==> config.mk <==
export PLATFORM = sky130hd
export DESIGN_NAME = frame_buffer_manager
export DESIGN_NICKNAME = d
export VERILOG_FILES = /design/src/rtl/fb_pkg.sv /design/src/rtl/fb_free_picker.sv /design/src/rtl/frame_buffer_manager.sv
export SDC_FILE = /design/constraint.sdc
export NUM_CORES = 1
export LEC_CHECK = 0
export CAP_MARGIN = 5
export CORE_ASPECT_RATIO = 1.25
export CORE_MARGIN = 2
export CORE_UTILIZATION = 39
export DETAILED_ROUTE_END_ITERATION = 16
export GPL_TIMING_DRIVEN = 0
export PLACE_DENSITY_LB_ADDON = 0.25
export SETUP_SLACK_MARGIN = 0.3
export SLEW_MARGIN = 20
export SYNTH_ARGS = -nofsm -noshare
export SYNTH_HDL_FRONTEND = slang
export SYNTH_SLANG_ARGS = --single-unit
==> constraint.sdc <==
create_clock -name clk_100Mhz -period 2 [get_ports clk_100Mhz]
set_input_delay 0.4 -clock clk_100Mhz [delete_from_list [all_inputs] [get_ports clk_100Mhz]]
set_output_delay 0.4 -clock clk_100Mhz [all_outputs]
set_load 0.03 [all_outputs]
==> src/rtl/fb_pkg.sv <==
// Shared types and helpers for the frame buffer manager: index width, writer
// states and the index-to-DDR-address mapping.
package fb_pkg;

  // Sized for the largest legal buffer count so all instances share one width.
  localparam int unsigned IDX_W = $clog2(4);

  typedef enum logic {
    WIdle   = 1'b0,
    WActive = 1'b1
  } wr_state_e;

  // Computed at 64 bits; callers cast down to their address width (wrap ignored).
  function automatic logic [63:0] idx_to_addr(input logic [63:0]      base,
                                              input logic [63:0]      stride,
                                              input logic [IDX_W-1:0] idx);
    return base + stride * 64'(idx);
  endfunction

endpackage

==> src/rtl/fb_free_picker.sv <==
// Combinational choice of the next write buffer: lowest index that is neither
// being displayed nor holding the newest unread frame.
module fb_free_picker
  import fb_pkg::*;
#(
  parameter int unsigned NUM_BUFS = 3
) (
  input  logic [IDX_W-1:0] r_idx_i,
  input  logic [IDX_W-1:0] latest_idx_i,
  input  logic             latest_valid_i,
  output logic [IDX_W-1:0] pick_idx_o,
  output logic             collide_o
);

  logic [IDX_W-1:0] free_idx;
  logic [IDX_W-1:0] fallback_idx;

  // Walk downwards so the lowest qualifying index is the last one written.
  always_comb begin
    free_idx     = '0;
    fallback_idx = '0;
    collide_o    = 1'b1;
    for (int i = int'(NUM_BUFS) - 1; i >= 0; i--) begin
      if (IDX_W'(i) != r_idx_i) begin
        fallback_idx = IDX_W'(i);
        if (!(latest_valid_i && (IDX_W'(i) == latest_idx_i))) begin
          free_idx  = IDX_W'(i);
          collide_o = 1'b0;
        end
      end
    end
    pick_idx_o = collide_o ? fallback_idx : free_idx;
  end

endmodule

==> src/rtl/frame_buffer_manager.sv <==
// N-buffer frame pointer manager: rotates DDR frame bases between the AXI
// writer and reader, tracking dropped/repeated frames.
module frame_buffer_manager
  import fb_pkg::*;
#(
  parameter int unsigned        NUM_BUFS   = 3,
  parameter int unsigned        ADDR_W     = 32,
  parameter logic [ADDR_W-1:0]  BASE_ADDR  = 32'h1000_0000,
  parameter logic [ADDR_W-1:0]  BUF_STRIDE = 32'h0010_0000,
  parameter int unsigned        CNT_W      = 16
) (
  input  logic              clk_100Mhz,
  input  logic              sys_rst_n,
  input  logic              single_mode,
  input  logic              freeze,
  input  logic              wr_frame_start,
  input  logic              wr_frame_done,
  input  logic              rd_frame_start,
  output logic [ADDR_W-1:0] wr_base_addr,
  output logic [ADDR_W-1:0] rd_base_addr,
  output logic              rd_has_frame,
  output logic [CNT_W-1:0]  frames_dropped,
  output logic [CNT_W-1:0]  frames_repeated,
  output logic              protocol_err
);

  localparam logic [ADDR_W-1:0] WrRstAddr = ADDR_W'(idx_to_addr(64'(BASE_ADDR),
                                                                64'(BUF_STRIDE), IDX_W'(1)));

  wr_state_e        state_q, state_d;
  logic [IDX_W-1:0] w_idx_q, w_idx_d;
  logic [IDX_W-1:0] r_idx_q, r_idx_d;
  logic [IDX_W-1:0] latest_idx_q, latest_idx_d;
  logic             latest_valid_q, latest_valid_d;
  logic             has_frame_q, has_frame_d;
  logic             perr_q, perr_d;
  logic [CNT_W-1:0] dropped_q, dropped_d;
  logic [CNT_W-1:0] repeated_q, repeated_d;
  logic [ADDR_W-1:0] rd_addr_q, rd_addr_d;
  logic [ADDR_W-1:0] wr_addr_q, wr_addr_d;

  // State after done and rd_frame_start have been applied, seen by the start logic.
  wr_state_e        mid_state;
  logic [IDX_W-1:0] mid_latest_idx;
  logic             mid_latest_valid;
  logic             drop_done, drop_start, rep_inc;
  logic [IDX_W-1:0] pick_idx;
  logic             collide;

  function automatic logic [CNT_W-1:0] sat_add(input logic [CNT_W-1:0] cnt,
                                               input logic [1:0]       inc);
    logic [CNT_W:0] sum;
    sum = {1'b0, cnt} + (CNT_W+1)'(inc);
    return sum[CNT_W] ? {CNT_W{1'b1}} : sum[CNT_W-1:0];
  endfunction

  always_comb begin
    mid_state        = state_q;
    mid_latest_idx   = latest_idx_q;
    mid_latest_valid = latest_valid_q;
    r_idx_d          = r_idx_q;
    has_frame_d      = has_frame_q;
    perr_d           = perr_q;
    drop_done        = 1'b0;
    rep_inc          = 1'b0;
    if (wr_frame_done) begin
      if (state_q == WActive) begin
        drop_done        = latest_valid_q;
        mid_latest_idx   = w_idx_q;
        mid_latest_valid = 1'b1;
        mid_state        = WIdle;
      end else begin
        perr_d = 1'b1;
      end
    end
    if (rd_frame_start) begin
      if (mid_latest_valid && !freeze) begin
        r_idx_d          = mid_latest_idx;
        mid_latest_valid = 1'b0;
        has_frame_d      = 1'b1;
      end else begin
        rep_inc = 1'b1;
      end
    end
  end

  fb_free_picker #(
    .NUM_BUFS (NUM_BUFS)
  ) u_picker (
    .r_idx_i        (r_idx_d),
    .latest_idx_i   (mid_latest_idx),
    .latest_valid_i (mid_latest_valid),
    .pick_idx_o     (pick_idx),
    .collide_o      (collide)
  );

  always_comb begin
    state_d        = mid_state;
    w_idx_d        = w_idx_q;
    latest_idx_d   = mid_latest_idx;
    latest_valid_d = mid_latest_valid;
    drop_start     = 1'b0;
    if (wr_frame_start) begin
      if (mid_state == WActive) begin
        drop_start = 1'b1;
      end else begin
        w_idx_d = pick_idx;
        // Only two buffers: the unread frame must be sacrificed for the new one.
        if (collide) begin
          latest_valid_d = 1'b0;
          drop_start     = 1'b1;
        end
      end
      state_d = WActive;
    end

    dropped_d  = sat_add(dropped_q, {1'b0, drop_done} + {1'b0, drop_start});
    repeated_d = sat_add(repeated_q, {1'b0, rep_inc});

    // Addresses (and the mode select) only move on an event pulse.
    rd_addr_d = rd_addr_q;
    wr_addr_d = wr_addr_q;
    if (wr_frame_start || wr_frame_done || rd_frame_start) begin
      if (single_mode) begin
        rd_addr_d = BASE_ADDR;
        wr_addr_d = BASE_ADDR;
      end else begin
        rd_addr_d = ADDR_W'(idx_to_addr(64'(BASE_ADDR), 64'(BUF_STRIDE), r_idx_d));
        wr_addr_d = ADDR_W'(idx_to_addr(64'(BASE_ADDR), 64'(BUF_STRIDE), w_idx_d));
      end
    end
  end

  always_ff @(posedge clk_100Mhz or negedge sys_rst_n) begin
    if (!sys_rst_n) begin
      state_q        <= WIdle;
      w_idx_q        <= IDX_W'(1);
      r_idx_q        <= '0;
      latest_idx_q   <= '0;
      latest_valid_q <= 1'b0;
      has_frame_q    <= 1'b0;
      perr_q         <= 1'b0;
      dropped_q      <= '0;
      repeated_q     <= '0;
      rd_addr_q      <= BASE_ADDR;
      wr_addr_q      <= WrRstAddr;
    end else begin
      state_q        <= state_d;
      w_idx_q        <= w_idx_d;
      r_idx_q        <= r_idx_d;
      latest_idx_q   <= latest_idx_d;
      latest_valid_q <= latest_valid_d;
      has_frame_q    <= has_frame_d;
      perr_q         <= perr_d;
      dropped_q      <= dropped_d;
      repeated_q     <= repeated_d;
      rd_addr_q      <= rd_addr_d;
      wr_addr_q      <= wr_addr_d;
    end
  end

  assign wr_base_addr    = wr_addr_q;
  assign rd_base_addr    = rd_addr_q;
  assign rd_has_frame    = has_frame_q;
  assign frames_dropped  = dropped_q;
  assign frames_repeated = repeated_q;
  assign protocol_err    = perr_q;

  a_no_overlap: assert property (@(posedge clk_100Mhz) disable iff (!sys_rst_n)
                                 (state_q == WActive) |-> (w_idx_q != r_idx_q));

endmodule

## Word level (Yosys, flattened, before mapping)

Cells that the tools add are included.

- Bits in registers: 106
- Input port bits: 7
- Output and inout port bits: 98
- Logic and storage cells: 74

- Add/sub/neg operators: 5
- Equality and inequality tests: 4
- Multiplexer cells: 42
- Bitwise operators: 1
- Reduce and logical (&&, ||, !) cells: 11

Operators with widths:

| cell | count |
|---|---|
| 29-bit by 22-bit adder with 30-bit output (first input constant) | 2 |
| 30-bit two-way mux | 2 |
| 16-bit two-way mux | 2 |
| 2-bit two-way mux | 16 |
| 1-bit two-way mux | 22 |
| 16-bit by 1-bit adder with 17-bit output | 1 |
| 16-bit by 2-bit adder with 17-bit output | 1 |
| 1-bit logical AND | 4 |
| 2-bit AND reduction | 2 |
| 1-bit by 1-bit adder with 2-bit output | 1 |
| 1-bit by 2-bit equality test with 1-bit output (first input constant) | 1 |
| 2-bit equality test (first input constant) | 1 |
| 2-bit logical NOT | 1 |
| 1-bit logical OR | 2 |
| 1-bit by 2-bit != test with 1-bit output (first input constant) | 1 |
| 2-bit != test (first input constant) | 1 |
| 2-bit nonzero test | 1 |
| 1-bit logical NOT | 1 |
| 1-bit NOT | 1 |

## Logic depth before layout (Yosys ltp)

Gate-level depths: netlist of the first run.

- Depth after elaboration: 18
- Mapped depth: 10
- Gate-level depth less buffers: 8

## Hierarchy

Synthesis of the first run repeated with hierarchy kept, for this count alone.

- Cells, all modules: 266
- Area, all modules: 2611.3 um^2

Modules (own cells, without submodules):

| module | times used | cells an instance | area an instance (um^2) | seq. area each (um^2) |
|---|---|---|---|---|
| frame_buffer_manager | 1 | 258 | 2551.2 | 1153.6 |
| fb_free_picker | 1 | 8 | 60.1 | 0.0 |

## Least setup slack after synthesis of the first run

Ideal clock, no wire load.

- Kind: register to register
- Start point: reg dropped_q[0] (netlist: frames_dropped[0])
- End point: reg dropped_q[8] (netlist: frames_dropped[8])
- Library setup time: 0.083 ns
- Data arrival time: 2.149 ns
- Data required time: 1.917 ns
- Slack: -0.232 ns
- Cell stages (with the launch flop): 11
- Path buffers: 2
- Period minus slack after synthesis: 2.232 ns
- Cell sequence: dfrtp_1 -> inv_1 -> fa_1 -> inv_1 -> ha_1 -> and2_1 -> and4_1 -> buf_2 -> nand4_1 -> buf_2 -> o21ai_0

- Longest elaborated chain between the ends: 2

RTL lines:

| element | line | text |
|---|---|---|
| start: declaration | frame_buffer_manager.sv:37 | `logic [CNT_W-1:0] dropped_q, dropped_d;` |
| start signal: assignment | frame_buffer_manager.sv:155 | `dropped_q <= dropped_d;` |
| 16-bit by 2-bit adder with 17-bit output | frame_buffer_manager.sv:53 | `sum = {1'b0, cnt} + (CNT_W+1)'(inc);` |
| 16-bit two-way mux | frame_buffer_manager.sv:54 | `return sum[CNT_W] ? {CNT_W{1'b1}} : sum[CNT_W-1:0];` |
| via dropped_d[8] | frame_buffer_manager.sv:37 |  |

The timed path passes the listed nets, and every way through them passes these cells.
A chain may end at the register's enable or synchronous reset.

## Final worst setup path of the first run

- Start point: reg state_q
- End point: reg dropped_q[14] (netlist: frames_dropped[14])

- Longest elaborated chain between the ends: 18

RTL lines:

| element | line | text |
|---|---|---|
| start: declaration | frame_buffer_manager.sv:30 | `wr_state_e state_q, state_d;` |
| start signal: assignment | frame_buffer_manager.sv:136 | `state_q <= WIdle;` |
| start signal: assignment | frame_buffer_manager.sv:148 | `state_q <= state_d;` |
| 1-bit two-way mux | frame_buffer_manager.sv:67 | `if (state_q == WActive) begin` |
| 1-bit two-way mux | frame_buffer_manager.sv:66 | `if (wr_frame_done) begin` |
| 1-bit logical AND | frame_buffer_manager.sv:77 | `if (mid_latest_valid && !freeze) begin` |
| 1-bit two-way mux | frame_buffer_manager.sv:77 |  |
| 1-bit two-way mux | frame_buffer_manager.sv:76 | `if (rd_frame_start) begin` |
| 1-bit logical AND | fb_free_picker.sv:26 | `if (!(latest_valid_i && (IDX_W'(i) == latest_idx_i))) begin` |
| 1-bit two-way mux | fb_free_picker.sv:26 |  |
| 1-bit two-way mux | fb_free_picker.sv:24 | `if (IDX_W'(i) != r_idx_i) begin` |
| (+3 left out) | - |  |
| 1-bit two-way mux | fb_free_picker.sv:24 |  |
| 1-bit two-way mux | frame_buffer_manager.sv:109 | `if (collide) begin` |
| 1-bit two-way mux | frame_buffer_manager.sv:104 | `if (mid_state == WActive) begin` |
| 1-bit two-way mux | frame_buffer_manager.sv:103 | `if (wr_frame_start) begin` |
| 1-bit by 1-bit adder with 2-bit output * | frame_buffer_manager.sv:117 | `dropped_d = sat_add(dropped_q, {1'b0, drop_done} + {1'b0, drop_start});` |
| 16-bit by 2-bit adder with 17-bit output * | frame_buffer_manager.sv:53 |  |
| 16-bit two-way mux * | frame_buffer_manager.sv:54 |  |
| via dropped_d[14] | frame_buffer_manager.sv:37 |  |

The timed path passes the listed nets; every way through them passes the cells marked *.

==> results of run 1 <==
## repair_timing
action / CTS / global route
buffers inserted: 15 / 9
cloned: 1 / 1
hold buffers: 0 / 0
pin swaps: 12 / 10
setup endpoints to repair: 75 / 38
gates resized for setup: 67 / 23
## layer usage
metal  up-vias  track usage [%]
met2        67             26.0
met4         0             4.46
li1       1039                -
met1       973             16.6
met3         6             3.41
met5         -                0
## worst reg2reg max path: cells and delay by family (launching register included)
kind                       cells  cell delay, ps
and+or+nand+nor                4             670
adders and majority gates      2             490
DFF                            1             400
buffers and inverters          3             400
AOI/OAI and AO/OA              1              50
## cells by family (layout without fill, tap and decap cells)
kind of cell,count (synthesis),count (layout),synth area share (%)
fa+ha+maj,4,4,2.22
buf+inv,69,148,18.7
compound gates,26,26,6.60
flops,46,46,44.4
simple gates,93,93,19.0
other cells,2,60,0.289
mux,6,6,2.65
xor+xnor,18,18,6.07
## flip-flops by register name (all words and copies together), names as in the netlist
signal           flops
frames_dropped      16
frames_repeated     16
latest_idx_q         2
latest_valid_q       1
protocol_err         1
r_idx_q              2
rd_base_addr         2
rd_has_frame         1
state_q              1
w_idx_q              2
wr_base_addr         2
## metrics by stage
| step | instance area (µm²) | hold slack, ps | total power [µW] | utilization [%] | worst slack (ps) |
|---|---|---|---|---|---|
| finish | 3900 | 75.7 | 3350 | 59.8 | -80.4 |
| global route | 3900 | 106 | 3560 | 59.8 | -197 |
| CTS | 3730 | 77.2 | 3320 | 57.2 | -110 |
| detailed placement | 3480 | 410 | 2640 | 53.3 | -920 |
| global placement | 3460 | 445 | 2620 | 53.1 | -971 |
| floorplan | 2910 | 104 | 2240 | - | -40.5 |
## cell type report
cell class                 count  share of cell area (%)
buffer                        64                    12.9
clock buffer                   7                    2.47
clock inverter                 1                   0.225
inverter                       5                   0.481
multi-input combinational    207                    35.0
sequential                    46                    29.7
tap                           87                    2.79
timing repair buffer          71                    16.5
## worst max path at each step
stage	startpoint	endpoint	depth (start not counted)
final	state_q	frames_dropped[14]	10
after global placement	sys_rst_n	frames_dropped[0]	1
after floorplan	wr_frame_done	frames_dropped[8]	10
after global routing	state_q	frames_dropped[1]	10
after detailed placement	wr_frame_done	frames_dropped[14]	11
after CTS	state_q	frames_dropped[3]	10
## synthesized netlist by cell type, drive strengths merged, types with 2 or more instances
| cell type | instances |
|---|---|
| nand2b | 8 |
| a32o | 2 |
| nor4 | 2 |
| o21a | 2 |
| and2 | 2 |
| a22o | 3 |
| nand4 | 3 |
| mux2i | 2 |
| nand3b | 2 |
| clkbuf | 2 |
| xor2 | 10 |
| buf | 62 |
| inv | 5 |
| and4 | 3 |
| dfrtp | 44 |
| xnor2 | 8 |
| nor3 | 4 |
| and3 | 6 |
| nand2 | 32 |
| and3b | 2 |
| mux2 | 4 |
| nand3 | 13 |
| a31oi | 6 |
| o21ai | 3 |
| ha | 3 |
| nor2b | 2 |
| conb | 2 |
| nor2 | 10 |
| a21oi | 8 |
| dfstp | 2 |
## power by group
group | switching (µW) | internal, µW
Combinational | 757 | 596
Clock | 309 | 317
Sequential | 234 | 1140
Total | 1300 | 2050
==> reports/results.txt, run 1 <==
Static leakage power = 0.00216 µW
Placed cell count = 454
Die H = 95.2 µm
GP Congestion = 0.794
DR vias = 2085
Mapped Cells = 264
Clk Latency, worst-skew pair = 290 ps
Cell Chain, Critical Path = nand3b_1, fa_2, inv_2, ha_4, and2_4, and4_1, buf_6, nand4_1, buf_6, o21ai_2
Critical R2R Capture = frames_dropped[14]
Filler instances = 597
Avg Cell Area, Syn = 9.84 µm²
Worst-path fanout max = 5
Clock slew seen by the registers of the worst setup and hold paths = 90 ps
CP Data Required Time = 2220 ps
RSZ-0062 raised after global routing = true
Buffers on Ports = 44
Leading area contributor after synthesis = dfrtp_1
Vias per cell = 4.27
Commonest non-fill, non-tap cell in the layout = buf_4
Multi-input logic area = 1370 µm²
Worst setup margin = -80.4 ps
Clk_skew = 10.3 ps
Status = complete, but fails checks
CP most frequent cell = buf_6
Num rows = 33
First-pass GRT wire length = 8490 µm
Num CTS Buffers = 5
Antenna violations before repair = 0
CP peak stage delay = 400 ps
N_diodes = 0
Vias in the first global route = 1863
Failing checks = setup timing
Grt total ovfl = 0
Clk buf depth = 2
Rel. slew slack = 61.3%
Die Area = 7330 µm²
Top delay family on crit path = simple AND/OR/NAND/NOR gates
# IOs = 105
Area contributors post-synth = dfrtp_1 (42%), buf_4 (17%), nand2_1 (4.5%), xor2_1 (3.4%), xnor2_1 (2.7%)
TritonCTS clock tree = built
Fin crit share = 104%
Routed length per instance = 11.0 µm
Largest net degree at the start of global routing = 26
Setup TNS = -895 ps
WL final = 5360 µm
Hold WC Path Type = primary input to async pin
Commonest cells after routing, fill and taps aside = buf_4 (77), conb_1 (60), dfrtp_1 (41), dlygate4sd2_1 (40), nand2_1 (21)
Metal3 WL = 333 µm
Maximum level of the CTS H-tree = 2
R2R Path Start = state_q
Startpoint class of the critical path = flop
GRT Overall Usage = 14.2%
Horiz. Die Dim = 77.0 µm
Yosys warns = 0
Max-Cap Viols = 0
CTS Sinks = 46
Starting Density = 39.8%
Synthesized area = 2600 µm²
Top cell type's share of synthesized area = 42.4%
Crit-path slowest cell = dfrtp_2
Top_reg_cell synth = dfrtp_1
Max-slew violation total from the final report = 0
Core area = 6520 µm²
Asr flop ratio synth = 100%
Register Area = 1160 µm²
Peak supply drop = 0.667 mV
Setup CP Type = flop to flop
CTS Root Cell = clkbuf_8
Seq cells post-synth = 46
Flop2flop setup slack = -80 ps
Reg2reg path depth = 10
Crit path DAT = 2300 ps
First-pass DRT Iterations = 4
Top Layer Used = met4
Fraction of layout cells with a size suffix above 1 = 38.2%
Post-route ant nets = 0
Post-layout min period = 2080 ps
Measured slew at the worst slew-check pin = 576 ps
Post-route insts no fill = 488
Achievable Freq = 0.481 GHz
Met2 WL = 2780 µm
Final hold vios = 0
CP endpoint kind = flop
Remaining DRCs = 0
Post-synthesis sequential area ratio = 44.4%
Power Density = 859 nW/µm²
Yosys cell types = 45
DR iter-0 viols = 33
DP HPWL = 3650 µm
Worst path bufs/invs = 3
Nets = 411
Final Setup Violations = 15
Synthesis-to-layout area growth = 50.1%
Post-Route M1 WL = 2190 µm
Post-synth EDFFs = 0
No activity file was read; power rests on OpenSTA's default activity.
==> run 2: changes to the inputs <==
- ABC_AREA: default -> 1
- CORE_UTILIZATION: 39 -> 40
- SLEW_MARGIN: 20 -> 10
==> run 2 against run 1 <==
The flow still finishes with violations (setup timing). Die area rose by 5.8%. Clock-buffer cell count unchanged. Synthesized cell count rose by 28%. Largest power group is now combinational logic. Utilization is 1.1 points higher. Area after synthesis increased by 8.8%. Cell area up 7.5%. Global-route usage rose by 1.6 points. Register-to-register slack worse by 20 ps. Non-clock buffer count is 1 higher. Via count rose by 16%. Highest routed layer unchanged.
==> reports/results.txt, run 2 <==
Status = complete, but fails checks
Failing checks = setup timing
Yosys cell types = 38 (-16%)
Static leakage power = 0.00239 µW (+11%)
Top cell type's share of synthesized area = 39.0% (-3.4 points)
Die Area = 7760 µm² (+5.8%)
Remaining DRCs = 0 (unchanged)
Area contributors post-synth = dfrtp_1 (39%), buf_4 (16%), nand2_1 (9.3%), inv_1 (5.2%), nand3_1 (5.0%)
Final Setup Violations = 14 (-1)
Routed length per instance = 10.9 µm (-0.41%)
Synthesized area = 2830 µm² (+8.8%)
Peak supply drop = 0.448 mV (-33%)
Post-route ant nets = 0 (unchanged)
WL final = 6210 µm (+16%)
GRT Overall Usage = 15.8% (+1.6 points)
Horiz. Die Dim = 79.2 µm (+2.8%)
Worst-path fanout max = 3 (-2)
Filler instances = 620 (+3.9%)
Avg Cell Area, Syn = 8.36 µm² (-15%)
DP HPWL = 4290 µm (+17%)
Commonest non-fill, non-tap cell in the layout = buf_4
Grt total ovfl = 0 (unchanged)
Buffers on Ports = 43 (-2.3%)
Startpoint class of the critical path = flop
Asr flop ratio synth = 100% (unchanged)
CTS Sinks = 46 (unchanged)
Top-count cell post-synth = nand2_1
# IOs = 105 (unchanged)
Nets = 488 (+19%)
Largest net degree at the start of global routing = 28 (+7.7%)
Fin util = 60.9% (+1.1 points)
Post-route insts no fill = 568 (+16%)
Vias in the first global route = 2254 (+21%)
Seq cells post-synth = 46 (unchanged)
Leading area contributor after synthesis = dfrtp_1
GP Congestion = 0.827 (+4.2%)
Crit path DAT = 2340 ps (+40 ps)
CTS Root Cell = clkbuf_8
Post-layout min period = 2100 ps (+18.5 ps)
Post-synthesis sequential area ratio = 40.8% (-3.6 points)
Pre-CTS setup slack = -608 ps (+312 ps)
Final hold vios = 0 (unchanged)
Clk_skew = 8.20 ps (-2.07 ps)
Num rows = 34 (+3.0%)
Max-slew violation total from the final report = 0 (unchanged)
Achievable Freq = 0.476 GHz (-0.88%)
Hold WC Path Type = primary input to async pin
Power Density = 782 nW/µm² (-9.0%)
Clk Latency, worst-skew pair = 290 ps (about the same)
Vias per cell = 4.26 (-0.24%)
DR iter-0 viols = 71 (+120%)
First-pass DRT Iterations = 4 (unchanged)
Core area = 6890 µm² (+5.6%)
RSZ-0062 raised after global routing = true
Placed cell count = 530 (+17%)
First-pass GRT wire length = 9870 µm (+16%)
Yosys warns = 0 (unchanged)
Placed Instance Area = 3660 µm² (+5.3%)
CP peak stage delay = 430 ps (+30 ps)
# hold bufs at CTS = 0 (unchanged)
Clk buf depth = 2 (unchanged)
Crit-path slowest cell = dfrtp_2
Setup CP Type = flop to flop
Post-Layout Inst Area = 4190 µm² (+7.5%)
Antenna violations before repair = 0 (unchanged)
DR vias = 2421 (+16%)
Top_reg_cell synth = dfrtp_1
Max-Cap Viols = 0 (unchanged)
Clock slew seen by the registers of the worst setup and hold paths = 90 ps (about the same)
Cell Chain, Critical Path = buf_4, nand2_4, nand2_4, a21oi_4, ha_4, buf_6, nand3_4, nor2_4, nand3_4, nor3_4, buf_4, xor2_1, inv_1, nand2_1
Flop2flop setup slack = -100 ps (-20 ps)
Rel. slew slack = 41.2% (-20 points)
Starting Density = 41.0% (+1.2 points)
N_diodes = 0 (unchanged)
Fin crit share = 105% (+0.93 points)
Maximum level of the CTS H-tree = 2 (unchanged)
Fraction of layout cells with a size suffix above 1 = 36.6% (-1.5 points)
TritonCTS clock tree = built
Die H = 98.0 µm (+2.9%)
CP Data Required Time = 2240 ps (+20 ps)
Worst setup margin = -98.9 ps (-18.5 ps)
Num CTS Buffers = 5 (unchanged)
CP endpoint kind = flop
Synthesis-to-layout area growth = 48.4%
Commonest cells after routing, fill and taps aside = buf_4 (78), conb_1 (60), nand2_1 (59), dfrtp_1 (43), dlygate4sd2_1 (39)
Synth cell count leaders = nand2_1 (70), buf_4 (61), dfrtp_1 (44)
Mapped Cells = 338 (+28%)
Measured slew at the worst slew-check pin = 875 ps (+298 ps)
Post-synth EDFFs = 0 (unchanged)
==> run 2: changes by cell type after synthesis, sizes merged, moves of 7 or more <==
| cell | before | now |
|---|---|---|
| inv | 5 | 40 |
| nand2b | 8 | 0 |
| o21ai | 3 | 13 |
| nand3 | 13 | 29 |
| nand2 | 32 | 82 |
| nor3 | 4 | 11 |
==> run 2: routing by layer <==
layer  vias to the layer above  track usage [%]  wire, µm
met4                         0             5.17       108
met5                         -                0         0
met3                         9             3.05       380
met1                      1113             17.1      2360
li1                       1223                -         -
met2                        76             30.2      3360
==> run 2: logic make-up after synthesis <==
family | count (synthesis) | share of synthesized area, %
flip-flops | 46 | 40.8
XOR/XNOR | 11 | 3.41
AO/OA/AOI/OAI | 20 | 4.83
AND/OR/NAND/NOR | 152 | 26.8
buffers and inverters | 103 | 21.8
other | 2 | 0.266
adder cells (fa/ha/maj) | 4 | 2.04
==> run 2: layout make-up <==
cell class	instances	area, µm²	share of cell area (%)
inverters	41	154	3.67
flip-flops and latches	46	1150	27.5
plain buffers	62	482	11.5
well taps	90	113	2.68
clock inverters	1	5.00	0.119
repair buffers	74	672	16.0
clock buffers	7	86.3	2.06
multi-input cells	247	1530	36.4
==> run 2: final timing paths <==
kind	startpoint	endpoint	depth (start not counted)
min	sys_rst_n	frames_repeated[3]	1
max reg2reg	state_q	frames_repeated[9]	14
max	state_q	frames_repeated[9]	14
min in group clk_100Mhz	wr_frame_done	state_q	2
max in group asynchronous	sys_rst_n	frames_dropped[6]	2
min reg2reg	protocol_err	protocol_err	1
==> run 2: repair_timing <==
item                       4_1_cts  5_1_grt
pin swaps                       21       17
resized for setup               84       20
setup endpoints to repair       70       34
setup buffers                   23        6
cloned                           1        0
==> run 2: per-stage QoR <==
step	TNS (ps)	power, µW	hold slack, ps
global placement	-53930	2590	441
finish	-665	3280	59.7
floorplan	-162	2210	104
detailed placement	-16920	2620	398
CTS	-1570	3260	69.0
global route	-3930	3470	84.5
==> run 2: critical path, delay by kind of cell, from the launching register on <==
family	cells	cell delay (ps)
and+or+nand+nor	7	720
buffers and inverters	4	450
DFF	1	430
adders and majority gates	1	170
AOI/OAI and AO/OA	1	140
xor gates and xnor gates	1	130
==> run 2: power breakdown <==
part	leakage [µW]	switching [µW]	internal, µW
registers	0.000564	195	1120
logic	0.00177	865	523
clock network	0.0000482	302	279
total	0.00239	1360	1920
==> run 3: changes to the inputs <==
- PLACE_DENSITY: default -> 0.74
- PLACE_DENSITY_LB_ADDON: 0.25 -> default
==> run 3 against run 2 <==
Sequential power about the same. Critical endpoint is now frames_dropped[10]. Total power about the same. Global-route usage fell by 0.35 points. The run still ends with setup timing left.
==> reports/results.txt, run 3 (synthesized netlist as in run 2, its figures left out) <==
Clock slew seen by the registers of the worst setup and hold paths = 90 ps (about the same)
Fin crit share = 106% (+0.93 points)
Worst-path fanout max = 3 (unchanged)
Routed length per instance = 10.8 µm (-0.81%)
Buffers on Ports = 43 (unchanged)
Remaining DRCs = 0 (unchanged)
Critical Path Sink = frames_dropped[10]
Num CTS Buffers = 5 (unchanged)
Starting Density = 41.0% (unchanged)
RSZ-0062 raised after global routing = true
Flop2flop setup slack = -120 ps (-20 ps)
Clk_skew = 9.05 ps (+0.850 ps)
CP Data Required Time = 2230 ps (about the same)
CTS Root Cell = clkbuf_8
DP HPWL = 4230 µm (-1.3%)
N_diodes = 0 (unchanged)
WL final = 6140 µm (-1.2%)
GP Congestion = 0.780 (-5.7%)
CTS Sinks = 46 (unchanged)
Fraction of layout cells with a size suffix above 1 = 38.4% (+1.8 points)
Worst Setup SP = state_q
R2R Path Start = state_q
Measured slew at the worst slew-check pin = 1080 ps (+204 ps)
First-pass GRT wire length = 9770 µm (-1.0%)
Peak supply drop = 0.547 mV (+22%)
Clk buf depth = 2 (unchanged)
Post-route ant nets = 0 (unchanged)
DR iter-0 viols = 108 (+52%)
Placed cell count = 530 (unchanged)
DR vias = 2412 (-0.37%)
Status = complete, but fails checks
Core area = 6890 µm² (unchanged)
GRT Overall Usage = 15.5% (-0.35 points)
Startpoint class of the critical path = flop
CP endpoint kind = flop
Static leakage power = 0.00236 µW (-1.1%)
Max-Cap Viols = 0 (unchanged)
Die Area = 7760 µm² (unchanged)
Rel. slew slack = 27.5% (-14 points)
Failing checks = setup timing
Critical R2R Capture = frames_dropped[10]
Horiz. Die Dim = 79.2 µm (unchanged)
Final hold vios = 0 (unchanged)
Grt total ovfl = 0 (unchanged)
Largest net degree at the start of global routing = 25 (-11%)
Reg2reg path depth = 12 (-2)
Power Density = 787 nW/µm² (+0.55%)
Final Setup Violations = 22 (+8)
Num rows = 34 (unchanged)
Hold WC Path Type = primary input to async pin
Post-layout min period = 2120 ps (+18.5 ps)
Commonest cells after routing, fill and taps aside = buf_4 (80), conb_1 (60), nand2_1 (51), dfrtp_1 (43), dlygate4sd2_1 (40)
Fin Hold WS = 106 ps (+46.4 ps)
Vias per cell = 4.26 (about the same)
Worst setup margin = -117 ps (-18.5 ps)
Die H = 98.0 µm (unchanged)
Achievable Freq = 0.472 GHz (-0.87%)
Antenna violations before repair = 0 (unchanged)
Crit path DAT = 2340 ps (about the same)
Maximum level of the CTS H-tree = 2 (unchanged)
Post-route insts no fill = 566 (-0.35%)
Pre-CTS setup slack = -631 ps (-22.3 ps)
Nets = 486 (-0.41%)
Clk Latency, worst-skew pair = 300 ps (about the same)
# IOs = 105 (unchanged)
Synthesis-to-layout area growth = 47.8%
Vias in the first global route = 2211 (-1.9%)
Max-slew violation total from the final report = 0 (unchanged)
Commonest non-fill, non-tap cell in the layout = buf_4
First-pass DRT Iterations = 4 (unchanged)
TritonCTS clock tree = built
Setup CP Type = flop to flop
==> run 3: cell types whose count changed in the layout (fill, tap and decap cells not counted), moves of 2 or more <==
cell | previous run | this run
nand2_1 | 59 | 51
buf_4 | 78 | 80
buf_6 | 13 | 8
nand3_2 | 5 | 8
nand2_2 | 16 | 25
nand3_1 | 19 | 17
==> run 3: final cells by class <==
cell class / count / area, µm²
Fill cell: 622 / 2720
Timing Repair Buffer: 71 / 634
Clock buffer: 7 / 86.3
Buffer: 62 / 482
Multi-Input combinational cell: 248 / 1550
Clock inverter: 1 / 5.00
Sequential cell: 46 / 1150
Tap cell: 90 / 113
Inverter: 41 / 154
==> run 3: per-stage QoR <==
stage	power, µW	TNS (ps)	cell area, µm²	util (%)
floorplan	2210	-162	3100	-
global placement	2590	-52040	3650	52.9
detailed placement	2620	-17180	3670	53.2
CTS	3210	-1540	3980	57.7
global route	3500	-5620	4180	60.6
finish	3280	-1450	4180	60.6
==> run 3: critical path, cell delays in order, from the launching register on <==
cell and delay (ps):
dfrtp_2 410, buf_4 130, nand3_1 100, fa_2 380, inv_2 80, ha_4 130, nand4_1 110, nor2_1 120
nand2_1 90, nor2_2 130, nand2_1 80, or2_1 200, nand3_1 60
==> run 3: worst min-delay path by stage <==
stage                          to  slack (ps)  depth (start not counted)
2_1_floorplan   frames_dropped[0]         100                          0
3_3_place_gp         protocol_err         440                          1
3_5_place_dp   frames_repeated[4]         440                          1
4_1_cts              rd_has_frame         120                          1
5_1_grt              rd_has_frame         140                          1
6_report             rd_has_frame         110                          1
==> run 3: power by group <==
part | total, µW | switching (µW) | internal, µW
registers | 1300 | 181 | 1120
logic | 1400 | 870 | 534
clock network | 583 | 303 | 279
total | 3280 | 1350 | 1930
==> run 3: layer usage <==
layer	track usage, %	routed length [µm]
met1	18.1	2330
met2	27.9	3340
met3	2.59	338
met4	5.84	121
met5	0	0
==> run 3: what timing repair did <==
action,4_1_cts,5_1_grt
resized for setup,73,32
hold buffers,0,0
pin swaps,19,20
cloned,2,0
buffers inserted,16,10
endpoints found under the setup margin,72,34
